===== src/rtl/demux4_8_if.sv =====
// Nibble-in / word-out bus for the half-word reassembler.
// The master drives halves and consumes words; the slave is the reassembler.
interface demux4_8_if #(
  parameter int SIZE = 4
);
  logic [SIZE-1:0]   in;
  logic              sel;
  logic              in_valid;
  logic              in_ready;
  logic              flush;
  logic [2*SIZE-1:0] out;
  logic              out_valid;
  logic              out_ready;
  logic              dup_err;

  modport master (
    output in, sel, in_valid, flush, out_ready,
    input  in_ready, out, out_valid, dup_err
  );

  modport slave (
    input  in, sel, in_valid, flush, out_ready,
    output in_ready, out, out_valid, dup_err
  );
endinterface


===== src/rtl/demux4_8.sv =====
// Reassembles two SIZE-bit halves, tagged by sel, into one 2*SIZE word.
// The word is held with a valid/ready handshake until it is consumed.
module demux4_8 #(
  parameter int SIZE = 4
) (
  input  logic       clk,
  input  logic       rst,
  demux4_8_if.slave  bus
);
  typedef enum logic [1:0] {
    EMPTY,
    HAVE_LO,
    HAVE_HI,
    FULL
  } state_t;

  state_t state;
  state_t state_nxt;
  logic   accept;
  logic   dup;

  assign bus.in_ready = !bus.flush &&
                        (state != FULL || bus.out_ready);
  assign accept = bus.in_valid && bus.in_ready;

  always_comb begin
    state_nxt = state;
    dup       = 1'b0;
    unique case (state)
      EMPTY: begin
        if (accept)
          state_nxt = bus.sel ? HAVE_HI : HAVE_LO;
      end
      HAVE_LO: begin
        if (bus.flush) begin
          state_nxt = EMPTY;
        end else if (accept) begin
          state_nxt = bus.sel ? FULL : HAVE_LO;
          dup       = !bus.sel;
        end
      end
      HAVE_HI: begin
        if (bus.flush) begin
          state_nxt = EMPTY;
        end else if (accept) begin
          state_nxt = bus.sel ? HAVE_HI : FULL;
          dup       = bus.sel;
        end
      end
      FULL: begin
        // Consume and refill on the same edge; the other half stays stale.
        if (bus.out_ready) begin
          if (accept)
            state_nxt = bus.sel ? HAVE_HI : HAVE_LO;
          else
            state_nxt = EMPTY;
        end
      end
      default: state_nxt = EMPTY;
    endcase
  end

  always_ff @(posedge clk or posedge rst) begin
    if (rst) begin
      state         <= EMPTY;
      bus.out       <= '0;
      bus.out_valid <= 1'b0;
      bus.dup_err   <= 1'b0;
    end else begin
      state         <= state_nxt;
      bus.out_valid <= (state_nxt == FULL);
      bus.dup_err   <= dup;
      if (accept) begin
        if (bus.sel)
          bus.out[2*SIZE-1:SIZE] <= bus.in;
        else
          bus.out[SIZE-1:0] <= bus.in;
      end
    end
  end
endmodule

===== src/flat_wrapper.sv =====
// flat-port wrapper written by rule: the top's interface ports become plain ports
module demux4_8_flat 
#(
  parameter int SIZE = 4
)
  (clk, rst, bus_in, bus_sel, bus_in_valid, bus_flush, bus_out_ready, bus_in_ready, bus_out, bus_out_valid, bus_dup_err);
  demux4_8_if #(.SIZE(SIZE)) bus_i ();
  input  logic clk;
  input  logic rst;
  input wire logic [$bits(bus_i.in)-1:0] bus_in;
  input wire logic [$bits(bus_i.sel)-1:0] bus_sel;
  input wire logic [$bits(bus_i.in_valid)-1:0] bus_in_valid;
  input wire logic [$bits(bus_i.flush)-1:0] bus_flush;
  input wire logic [$bits(bus_i.out_ready)-1:0] bus_out_ready;
  output wire logic [$bits(bus_i.in_ready)-1:0] bus_in_ready;
  output wire logic [$bits(bus_i.out)-1:0] bus_out;
  output wire logic [$bits(bus_i.out_valid)-1:0] bus_out_valid;
  output wire logic [$bits(bus_i.dup_err)-1:0] bus_dup_err;
  assign bus_i.in = bus_in;
  assign bus_i.sel = bus_sel;
  assign bus_i.in_valid = bus_in_valid;
  assign bus_i.flush = bus_flush;
  assign bus_i.out_ready = bus_out_ready;
  assign bus_in_ready = bus_i.in_ready;
  assign bus_out = bus_i.out;
  assign bus_out_valid = bus_i.out_valid;
  assign bus_dup_err = bus_i.dup_err;
  demux4_8 #(.SIZE(SIZE)) u_core (.clk(clk), .rst(rst), .bus(bus_i));
endmodule

===== config.mk =====
export PLATFORM = sky130hd
export DESIGN_NAME = demux4_8_flat
export DESIGN_NICKNAME = d
export VERILOG_FILES = /design/src/rtl/demux4_8_if.sv /design/src/rtl/demux4_8.sv /design/src/flat_wrapper.sv
export SDC_FILE = /design/constraint.sdc
export NUM_CORES = 1
export LEC_CHECK = 0
export CAP_MARGIN = 20
export CELL_PAD_IN_SITES_DETAIL_PLACEMENT = 2
export CELL_PAD_IN_SITES_GLOBAL_PLACEMENT = 2
export CORE_MARGIN = 1
export CORE_UTILIZATION = 25
export CTS_CLUSTER_SIZE = 14
export DETAILED_ROUTE_END_ITERATION = 16
export DONT_BUFFER_PORTS = 1
export GPL_TIMING_DRIVEN = 0
export PLACE_DENSITY = 0.52
export SLEW_MARGIN = 20
export SYNTH_ARGS = -nofsm -noshare
export SYNTH_HDL_FRONTEND = slang
export SYNTH_SLANG_ARGS = --single-unit
export TNS_END_PERCENT = 20

===== constraint.sdc =====
create_clock -name clk -period 1.5 [get_ports clk]
set_input_delay 0.3 -clock clk [delete_from_list [all_inputs] [get_ports clk]]
set_output_delay 0.3 -clock clk [all_outputs]
set_load 0.02 [all_outputs]

==> summary.txt, run 1 <==
Placed design
  • Post-DP HPWL: between 1000 and 1500 um
  • Placed inst area: just under 700 um2
  • Port-buffer cells: 0
  • Pre-CTS WS: -0.192 ns
  • GP Congestion: just under 0.8

Clocking
  • H-Tree Level Count: 1
  • Skew-Pair Late Insertion Delay: about 0.27 ns
  • Root buf cell: clkbuf_4
  • CTS tree: done
  • Num Clock Sinks: 12
  • Max Buffers Root-to-Sink: 2
  • Num CTS Buffers: 3
  • Clock-pin slew on the worst setup and hold paths: roughly 0.08 ns

STA
  • Clk_skew: 0.00777 ns
  • Final period utilization: 1.04
  • Min Tclk post-route: between 1.5 and 2 ns
  • RSZ-0062 raised after global routing: true
  • Slew headroom: 0.686
  • Max Clk Rate: roughly 640 MHz
  • Post-route setup TNS: -0.312 ns
  • Fin. max-slew vios: 0
  • Fin. Hold Viols: 0
  • Hold WS: 0.167 ns
  • Worst-Margin Slew: between 0.4 and 0.5 ns
  • Final setup violation count: 7
  • Final Worst Setup Slack: -0.0639 ns

Yosys
  • Post-synth top area cell: dfrtp_1
  • Seq cells post-synth: 12
  • Post-synth top flop: dfrtp_1
  • Ys Warns: 0
  • Register area share after synthesis: 0.463
  • Post-Syn Instances: 53
  • Top-area cell type share of the netlist area: 0.463
  • Synth async-reset ratio: 1.00
  • Ranking of synthesized cells by area: dfrtp_1, mux2_2, ha_1
  • Avg Inst Size Synth: 12.2 um2
  • Post-Syn Area: 648 um2
  • Yosys cell types: 22
  • Number of synthesized flops with an enable pin: 0
  • Post-synth net total: 67

Floorplan
  • I/O pin total: 21
  • Overall die width: around 53 um
  • Die area: 2800 um2
  • Starting Density: 0.264
  • Row count: 18
  • CORE AREA: approximately 2500 um2
  • Chip height: 52.9 um

Final layout
  • FILL cells: between 200 and 250
  • Area Growth Syn to Fin: 46.9%
  • Diode count: 0
  • Most common cell after layout, fill and taps aside: dfrtp_1
  • Post-route cell area: around 950 um2
  • Multi-input logic area: 483 um2
  • Layout cells sized above 1: 0.682
  • Nets@finish: 81
  • Register area: just over 300 um2
  • Most frequent cells in the layout: dfrtp_1, buf_4, mux2_4, mux2_2, ha_4

Setup path
  • Crit path max-delay family: flip-flops
  • Crit path buf inv count: 0
  • Setup CP Type: register to output port
  • Startpoint Class: register
  • Req. time, crit path: around 1.2 ns
  • Worst path cell trace: ha_4, nor2b_4, nor2_4
  • Critical Path AT: between 1 and 1.5 ns
  • Crit-path max cell delay: between 0.4 and 0.5 ns
  • Worst-path maximum fanout: 4
  • Slowest cell on crit path: dfrtp_2
  • Crit end category: output port

Routing
  • DRC: 0
  • First-pass iteration count of the detailed router: 2
  • WL per Instance: approximately 18 um
  • WL final: roughly 1700 um
  • Post-route ant nets: 0
  • Iter 0 DRT Violations: 4
  • Vias per cell: roughly 4.8
  • Via count: approximately 460

GRT
  • Grt met2 use: 0.188
  • Vias in the first global route: around 490
  • M3 GR Usage: 0.0316
  • Antenna violations before repair: 0
  • First-pass GRT wire length: between 2000 and 2500 um
  • Met1 usage: 0.173
  • Largest net degree at the start of global routing: 13
  • Grt total ovfl: 0
  • Gr busiest metal: met2
  • Tot GR Track Use: 0.128

Power
  • Post-layout power: approximately 1.5 mW
  • PwrDens: ~1600 nW/um2
  • Largest vdd supply drop: between 0.7 and 0.8 mV
  • Leak: ~0.37 nW

Outcome
  • Status: finished, violations left
  • Failing checks: negative setup slack

Flow run
  • Max-cap violations: 0

Worst hold path
  • Hold WC Path Type: primary input to register
==> layer usage <==
| layer | up-vias | routed length (um) |
|---|---|---|
| met5 | - | 0 |
| met4 | 0 | 12 |
| met3 | 2 | 79 |
| met2 | 12 | 802 |
| met1 | 228 | 810 |
| li1 | 219 | - |
==> where the power goes <==
part	switching (mW)	leakage [nW]	total, mW	internal (mW)
clock	0.113	0.0210	0.260	0.147
sequential	0.165	0.145	0.579	0.414
combinational	0.311	0.202	0.685	0.375
total	0.588	0.368	1.52	0.936
==> Yosys cell counts, types with 2 or more instances <==
master	n
a2111oi_2	2
a21oi_1	2
and2b_2	2
dfrtp_1	12
ha_1	4
inv_1	4
mux2_2	8
nand2_1	2
nor2_1	3
o32ai_1	2
==> cell families after synthesis <==
kind of cell / count (synthesis) / synth area share
fa+ha+maj: 4 / 0.0772
compound gates: 10 / 0.141
mux: 8 / 0.139
simple gates: 15 / 0.156
buf+inv: 4 / 0.0232
flops: 12 / 0.463
==> what timing repair did <==
item | 4_1_cts | 5_1_grt
endpoints found under the setup margin | 13 | 13
hold buffers | 1 | 0
resized for setup | 17 | 16
buffers inserted | 5 | 3
pin swaps | 4 | 6
hold endpoints to repair | 12 | 0
cloned | 0 | 0
==> state kept, by name, summed over array words and instances, names as in the netlist <==
register              count
u_core.bus.out            8
u_core.state              2
u_core.bus.dup_err        1
u_core.bus.out_valid      1
==> worst paths after layout <==
path,from,to,slack [ns],cells past startpoint
max in group asynchronous,rst,u_core.state[1],0.68,2
worst max register to register,u_core.state[0],u_core.bus.out[0],-0.05,5
min in group asynchronous,rst,u_core.bus.out[6],0.47,2
worst min-delay path,bus_in[2],u_core.bus.out[6],0.17,1
worst max-delay path,u_core.state[0],bus_in_ready,-0.06,3
worst min register to register,u_core.bus.out[1],u_core.bus.out[1],0.67,1
==> area by class of cell <==
cell class / instances / share of cell area
multi-input cells: 37 / 0.507
flip-flops and latches: 12 / 0.318
repair buffers: 9 / 0.0815
well taps: 30 / 0.0394
clock buffers: 4 / 0.0381
inverters: 4 / 0.0158
==> through the flow <==
stage | util | instances
5_1_grt | 0.388 | 96
2_1_floorplan | - | 53
3_3_place_gp | 0.279 | 83
4_1_cts | 0.351 | 93
6_report | 0.388 | 96
3_5_place_dp | 0.279 | 83
Note: power is estimated with default switching activity, not from simulation.
==> run 2, diff against run 1 <==
Settings changed: CORE_MARGIN 1 to 4.
==> run 2 against run 1 <==
Against the previous run:
- the flow still finishes with violations (negative setup slack)
- worst setup slack got worse by 0.0064 ns
- sequential power decreased by 3%
- fmax decreased by 0.41%
- cell count decreased by 4.2%
- critical endpoint is now u_core.bus.out_valid
- largest power group unchanged
==> summary.txt, run 2 (synthesized netlist as in run 1, its figures left out) <==
Placed design
  • GP Congestion: between 0.6 and 0.7
  • Port-buffer cells: 0
  • Post-DP HPWL: about 1200 um
  • Placed inst area: between 600 and 700 um2

Final layout
  • FILL cells: 268
  • Most frequent cells in the layout: dfrtp_1, mux2_4, mux2_2
  • Layout cells sized above 1: 0.661
  • Diode count: 0
  • Most common cell after layout, fill and taps aside: dfrtp_1
  • Nets@finish: between 70 and 80
  • Register area: about 300 um2
  • Area Growth Syn to Fin: 35.9%
  • Post-route cell area: 881 um2
  • Largest regs: u_core.bus.out (8), u_core.state (2)
  • Max reg flops: 8
  • Largest reg by FF count: u_core.bus.out
  • Multi-input logic area: around 450 um2

Setup path
  • Req. time, crit path: around 1.7 ns
  • Worst flop-to-flop path startpoint: u_core.state[0]
  • Reg-to-reg slack, setup: -0.07 ns
  • Startpoint Class: register
  • Worst path cell trace: ha_2, nor2b_4, a2111oi_4, o32ai_2, and2_1
  • Worst-path maximum fanout: 4
  • Crit-path max cell delay: about 0.44 ns
  • Slowest cell on crit path: dfrtp_2
  • Crit path buf inv count: 0
  • Crit. Startpoint: u_core.state[0]
  • Crit path max-delay family: compound AO/OA/AOI/OAI gates
  • Reg2reg path depth: 5
  • Critical Path AT: between 1.5 and 2 ns
  • R2r endpoint: u_core.bus.out_valid
  • Crit end category: register
  • Setup CP Type: register to register

STA
  • Fin. max-slew vios: 0
  • Worst-Margin Slew: ~0.45 ns
  • Slew headroom: 0.697
  • Fin. Hold Viols: 0
  • Clk_skew: between 0.004 and 0.005 ns
  • Final period utilization: 1.05
  • Final setup violation count: 10
  • Min Tclk post-route: roughly 1.6 ns
  • RSZ-0062 raised after global routing: true
  • Hold WS: around 0.18 ns
  • Max Clk Rate: between 600 and 700 MHz
  • Final Worst Setup Slack: -0.0703 ns

Worst hold path
  • Hold path endpoint: u_core.bus.out[0]
  • WHS Path Cells: 1
  • Min-delay src: bus_in[0]
  • Hold WC Path Type: primary input to register

Clocking
  • Skew-Pair Late Insertion Delay: approximately 0.26 ns
  • Num CTS Buffers: 3
  • CTS tree: done
  • Max Buffers Root-to-Sink: 2
  • H-Tree Level Count: 1
  • Num Clock Sinks: 12
  • Root buf cell: clkbuf_4
  • Clock-pin slew on the worst setup and hold paths: about 0.08 ns

Outcome
  • Status: finished, violations left
  • Failing checks: negative setup slack

GRT
  • Antenna violations before repair: 0
  • Tot GR Track Use: 0.110
  • Largest net degree at the start of global routing: 13
  • First-pass GRT wire length: 2800 um
  • Vias in the first global route: approximately 570
  • Grt total ovfl: 0

Power
  • Leak: 0.339 nW
  • Largest vdd supply drop: 0.688 mV
  • PwrDens: approximately 1600 nW/um2

Floorplan
  • I/O pin total: 21
  • Die area: 3470 um2
  • CORE AREA: roughly 2500 um2
  • Row count: 18
  • Overall die width: just under 60 um
  • Chip height: between 50 and 60 um
  • Starting Density: 0.262

Routing
  • First-pass iteration count of the detailed router: 2
  • DRC: 0
  • WL final: 1650 um
  • WL per Instance: ~18 um
  • Iter 0 DRT Violations: 2
  • Via count: 451
  • Post-route ant nets: 0
  • Vias per cell: between 4 and 5

Flow run
  • Max-cap violations: 0
run 2: cell type report:
cell class	instances	share of cell area
Tap cell	30	0.0426
Inverter	4	0.0170
Clock buffer	4	0.0412
Multi-Input combinational cell	37	0.506
Timing Repair Buffer	5	0.0497
Sequential cell	12	0.344
run 2: how the worst max path moves through the flow:
stage,cells after the start,end
4_1_cts,3,bus_in_ready
3_5_place_dp,4,u_core.bus.out[3]
3_3_place_gp,4,u_core.bus.out[7]
5_1_grt,5,u_core.bus.out_valid
6_report,5,u_core.bus.out_valid
2_1_floorplan,4,u_core.bus.out[0]
run 2: stage by stage:
stage               std cells  setup TNS, ns  setup slack [ns]  utilization  power (mW)
floorplan                  53              0         0.0000762            -       0.814
global placement           83          -1.55            -0.178        0.277       0.904
detailed placement         83          -1.70            -0.194        0.277       0.909
CTS                        91         -0.439           -0.0698        0.343        1.33
global route               92          -1.12            -0.145        0.356        1.51
finish                     92         -0.466           -0.0703        0.356        1.39
run 2: routing by layer:
| layer | routed length, um | GRT usage | up-vias |
|---|---|---|---|
| met5 | 0 | 0 | - |
| li1 | - | - | 211 |
| met2 | 906 | 0.199 | 12 |
| met4 | 6 | 0.0388 | 0 |
| met1 | 633 | 0.127 | 226 |
| met3 | 100 | 0.0219 | 2 |
run 2: repair_timing:
| action | in CTS | in global routing |
|---|---|---|
| cloned | 0 | 0 |
| endpoints found under the hold margin | 12 | 0 |
| gates resized for setup | 19 | 9 |
| pin swaps | 4 | 2 |
| hold buffers | 1 | 0 |
| setup endpoints to repair | 13 | 12 |
| buffers inserted | 3 | 1 |
run 2: where the power goes:
part	internal (mW)	switching (mW)
clock network	0.147	0.102
registers	0.414	0.148
logic	0.305	0.272
total	0.866	0.522
==> patch 1, RTL diff (flow settings as in run 2) <==
Reset style: synchronous (`rst`), changed in one clocked block.
--- a/src/rtl/demux4_8.sv
+++ b/src/rtl/demux4_8.sv
@@ -60,7 +60,7 @@
     endcase
   end
 
-  always_ff @(posedge clk or posedge rst) begin
+  always_ff @(posedge clk) begin
     if (rst) begin
       state         <= EMPTY;
       bus.out       <= '0;
Behaviour: differs if rst is asserted again (counterexample within 4 cycles, from zero or initial values and one cycle with rst high); with rst held inactive, the same outputs for 10 cycles.
==> patch 1 against run 2 <==
- critical path depth unchanged
- area after synthesis shrank 2.9%
- global-route usage is 0.75 points lower
- sequential cell count did not move
- final area shrank 9.5%
- via count increased by 14%
- die area fell by 2.5%
- setup slack improved by 0.087 ns
- non-clock buffer count is 1 lower
- routed wire length decreased by 3.0%
- clock skew fell by 0.0039 ns
- synthesized cell count is 26% higher
Power is not compared: it rests on default switching activity, and its combinational part moved more than twofold at a synthesized area within 25%.
==> patch 1: results (changes against run 2) <==
status=completed; Register Area=248 µm² (-18%); post-synthesis xor/xnor area fraction=0% (unchanged); Seq/total area=31.1% (-3.3 points); met3 usage=2.67% (+0.48 points); nets=89 (+16%); relative slew slack=71.0% (+1.2 points); Avg WL per Cell=15.8 µm (-12%); Clock buf/inv share=2.83% (-1.3 points); CTS resizes=8 (-11); first-pass GRT wire length=2.58 mm (-7.9%); Synth Area in Adders=7.95% (+0.23 points); net count after synthesis=81 (+21%); RD Place Congestion=0.669 (+0.41%); share of post-route cells with drive strength above 1=31.5% (-35 points); Syn Std Cell Area=629 µm² (-2.9%); crit path capture=u_core.state[1]; Vias/cell=5.11 (+4.2%); nonclk buf count=4 (-1); worst clock skew=0.000781 ns (-0.00393 ns); Top FF cell, synth=dfxtp_1; Cells after Synth=67 (+26%); crit path max fanout=5 (+1); DP Area=664 µm² (-3.1%); Reg-to-Reg Start=u_core.state[0]; Worst Setup Slack, final=0.0171 ns (+0.0874 ns); met3 WL=116 µm (+16%); signal buffers share of area=4.87% (-0.11 points); GRT met1 Usage=11.4% (-1.3 points); placed wire-length estimate=1.23 mm (+1.4%); vias post-DR=516 (+14%); met1 WL=645 µm (+1.9%); Finish-stage setup viols=0 (-10); pre-CTS setup slack=-0.237 ns (-0.0428 ns); Ys Warns=0 (unchanged); Multi-In Gates=51 (+38%); metal2 WL=821 µm (-9.4%); Non-CTS inverters=3 (-1); Critical Path AT=1.61 ns (-0.12 ns); DRT iter0 DRCs=1 (-1); CTS sink count=12 (unchanged); Synth Area in Compound Gates=10.5% (-3.6 points); vias in the first global route=532 (-6.5%); Yosys cell types=26 (+18%); met2 GRT Util=17.4% (-2.5 points); number of setup buffers added after CTS=0 (-3); Synth top cells by count=dfxtp_1 (12), nor2_1 (10), mux2i_1 (8); dpl cells=95 (+14%); mux cell area share after synthesis=12.7% (-1.2 points); top cells by area, synth=dfxtp_1 (38%), mux2i_1 (13%), ha_1 (8.0%); R2R Setup Slk=0.02 ns (+0.09 ns); # fillers=252 (-6.0%); sequential area share after synthesis=38.2% (-8.2 points); largest net degree at the start of global routing=11 (-2); ys async rst share=0% (-100 points)
patch 1: cell types whose count changed after synthesis, moves of 2 or more:
cell,run 2,this run
a2111oi_2,2,0
nor3_1,0,2
mux2_2,8,0
nor2b_1,0,3
dfxtp_1,0,12
dfrtp_1,12,0
nor2_1,3,10
mux2i_1,0,8
nor3b_1,0,2
patch 1: worst min path at each step:
stage               from                end  slack [ns]  depth (start not counted)
2_1_floorplan  bus_in[0]  u_core.bus.out[4]        0.44                          2
3_3_place_gp   bus_in[3]  u_core.bus.out[7]        0.45                          2
3_5_place_dp   bus_in[2]  u_core.bus.out[6]        0.46                          2
4_1_cts        bus_in[2]  u_core.bus.out[6]        0.18                          2
5_1_grt        bus_in[2]  u_core.bus.out[6]        0.18                          2
6_report       bus_in[2]  u_core.bus.out[6]        0.19                          2
patch 1: worst max-delay path, cell delays in order (launching register included):
cell	delay, ns
dfxtp_4	0.36
ha_2	0.20
nor2b_4	0.16
nor4_1	0.36
o32ai_2	0.13
nor2b_1	0.14
==> patch 2, RTL diff (settings of run 2) <==
Without the edit above. `SIZE` is set to 4 in 3 places; all go to 2.
--- a/src/rtl/demux4_8_if.sv
+++ b/src/rtl/demux4_8_if.sv
@@ -1,7 +1,7 @@
 // Nibble-in / word-out bus for the half-word reassembler.
 // The master drives halves and consumes words; the slave is the reassembler.
 interface demux4_8_if #(
-  parameter int SIZE = 4
+  parameter int SIZE = 2
 );
   logic [SIZE-1:0]   in;
   logic              sel;
--- a/src/rtl/demux4_8.sv
+++ b/src/rtl/demux4_8.sv
@@ -1,7 +1,7 @@
 // Reassembles two SIZE-bit halves, tagged by sel, into one 2*SIZE word.
 // The word is held with a valid/ready handshake until it is consumed.
 module demux4_8 #(
-  parameter int SIZE = 4
+  parameter int SIZE = 2
 ) (
   input  logic       clk,
   input  logic       rst,
--- a/src/flat_wrapper.sv
+++ b/src/flat_wrapper.sv
@@ -1,7 +1,7 @@
 // flat-port wrapper written by rule: the top's interface ports become plain ports
 module demux4_8_flat 
 #(
-  parameter int SIZE = 4
+  parameter int SIZE = 2
 )
   (clk, rst, bus_in, bus_sel, bus_in_valid, bus_flush, bus_out_ready, bus_in_ready, bus_out, bus_out_valid, bus_dup_err);
   demux4_8_if #(.SIZE(SIZE)) bus_i ();
Interface: changed (resized bus_in and bus_out); port bits go from 21 to 15. The function was not compared with the original's and may differ.
==> patch 2 against run 2 <==
- sequential cell count is 4 lower
- first-iteration DRC count rose to 2.5 times the old value
- setup slack better by 0.014 ns
- area after synthesis decreased by 23%
- routed wire length is 23% lower
- die area fell by 20%
- highest routed layer is now met3
- power shrank 24%
- worst hold slack better by 0.026 ns
- critical path depth is 1 lower
- maximum frequency up 0.87%
- the run still ends with negative setup slack left
- final area shrank 24%
==> patch 2: results (changes against run 2) <==
DRT iter0 DRCs=5 (+3); met3 WL=96 µm (-4.0%); crit path capture=u_core.bus.out[0]; Net Sw Power=0.414 mW (-21%); net count after synthesis=58 (-13%); Yosys cell types=23 (+4.5%); RD Place Congestion=0.763 (+14%); vias in the first global route=465 (-18%); Critical R2R Capture=u_core.bus.out[0]; Ys Warns=0 (unchanged); top layer in use=met3; sequential area share after synthesis=40.3% (-6.0 points); Cells after Synth=46 (-13%); Synth top cells by count=dfrtp_1 (8), ha_1 (4), inv_1 (4), nor2_1 (4), nand2_1 (3); Largest regs=u_core.bus.out: 4 flops, u_core.state: 2 flops; Avg WL per Cell=16.3 µm (-8.8%); ys async rst share=100% (unchanged); met3 usage=2.56% (+0.37 points); cell depth of the worst flop-to-flop path=4 (-1); Peak supply drop=696 µV (+1.2%); Worst Setup Slack, final=-0.0567 ns (+0.0136 ns); Clock transition at path regs=0.05 ns (-0.03 ns); WHS Endpoint=u_core.bus.out[3]; # H-tree levels=1 (unchanged); Clk Latency, worst-skew pair=0.24 ns (-0.02 ns); Critical Path Start=u_core.state[1]; first-pass GRT wire length=2.19 mm (-22%); final wirelength=1.27 mm (-23%); top cells by area, synth=dfrtp_1 (40%), ha_1 (10%), a2111oi_2 (6.0%); root buf cell=clkbuf_4; metal2 WL=710 µm (-22%); Critical Path AT=1.68 ns (-0.05 ns); placed wire-length estimate=998 µm (-17%); CP top delay family=simple AND/OR/NAND/NOR gates; number of CTS-inserted buffers=3 (unchanged); P_leak=0.263 nW (-22%); met2 GRT Util=21.1% (+1.2 points); met1 WL=468 µm (-26%); dpl cells=71 (-14%); pre-CTS setup slack=-0.191 ns (+0.00378 ns); GRT met1 Usage=11.8% (-0.90 points); DRT Pass-1 Iters=4 (+2); status=finished with violations; Slowest Stage Delay on Critical Path=0.41 ns (-0.03 ns); nets=67 (-13%); vias post-DR=375 (-17%); hold_sp=bus_in[1]; share of post-route cells with drive strength above 1=58.5% (-7.6 points); failing checks=negative setup slack; All-Layer GR Usage=11.1% (+0.15 points); crit path max fanout=5 (+1); CP max stage cell=dfrtp_1; Finish-stage setup viols=6 (-4); relative slew slack=75.1% (+5.3 points); diodes inserted=0 (unchanged); worst clock skew=0.00114 ns (-0.00357 ns); largest net degree at the start of global routing=9 (-4)
patch 2: changes by cell type in the layout (fill, tap and decap cells not counted), sizes merged:
cell | run 2 | this run
nor2 | 3 | 4
nand2 | 2 | 3
buf | 4 | 3
nand4 | 1 | 0
mux2 | 8 | 4
dfrtp | 12 | 8
clkbuf | 4 | 3
patch 2: power by group through the flow:
stage / Sequential, mW / Combinational (mW) / Clock (mW)
after floorplan: 0.360 / 0.241 / 0
after global placement: 0.376 / 0.297 / 0
after detailed placement: 0.382 / 0.304 / 0
after CTS: 0.373 / 0.506 / 0.160
after global routing: 0.386 / 0.575 / 0.174
final: 0.375 / 0.524 / 0.153
patch 2: metrics by stage:
stage	hold slack, ns	TNS [ns]	utilization [%]	total power, mW	area (µm²)
global route	0.184	-0.746	37.4	1.13	673
global placement	0.138	-0.415	29.3	0.674	528
floorplan	0.116	0	-	0.602	497
finish	0.205	-0.265	37.4	1.05	673
detailed placement	0.147	-0.832	29.3	0.686	528
CTS	0.200	-0.274	37.4	1.04	673
patch 2: area by class of cell:
cell class | instances | area, µm²
clock buffer | 3 | 22.5
multi-input combinational | 34 | 372
inverter | 4 | 15.0
fill | 206 | 1130
sequential | 8 | 200
timing repair buffer | 4 | 32.5
tap | 25 | 31.3
patch 2: cell families after synthesis:
logic type                 count (synthesis)  synth area share [%]
muxes                                      4                  9.07
and+or+nand+nor                           16                  19.1
buffers and inverters                      4                  3.02
AOI/OAI and AO/OA                         10                  18.4
DFF                                        8                  40.3
adders and majority gates                  4                  10.1
patch 2: repair_timing:
action	4_1_cts	5_1_grt
resized for setup	18	2
endpoints found under the setup margin	9	9
buffers inserted	3	0
hold buffers	1	0
pin swaps	3	2
hold endpoints to repair	8	0
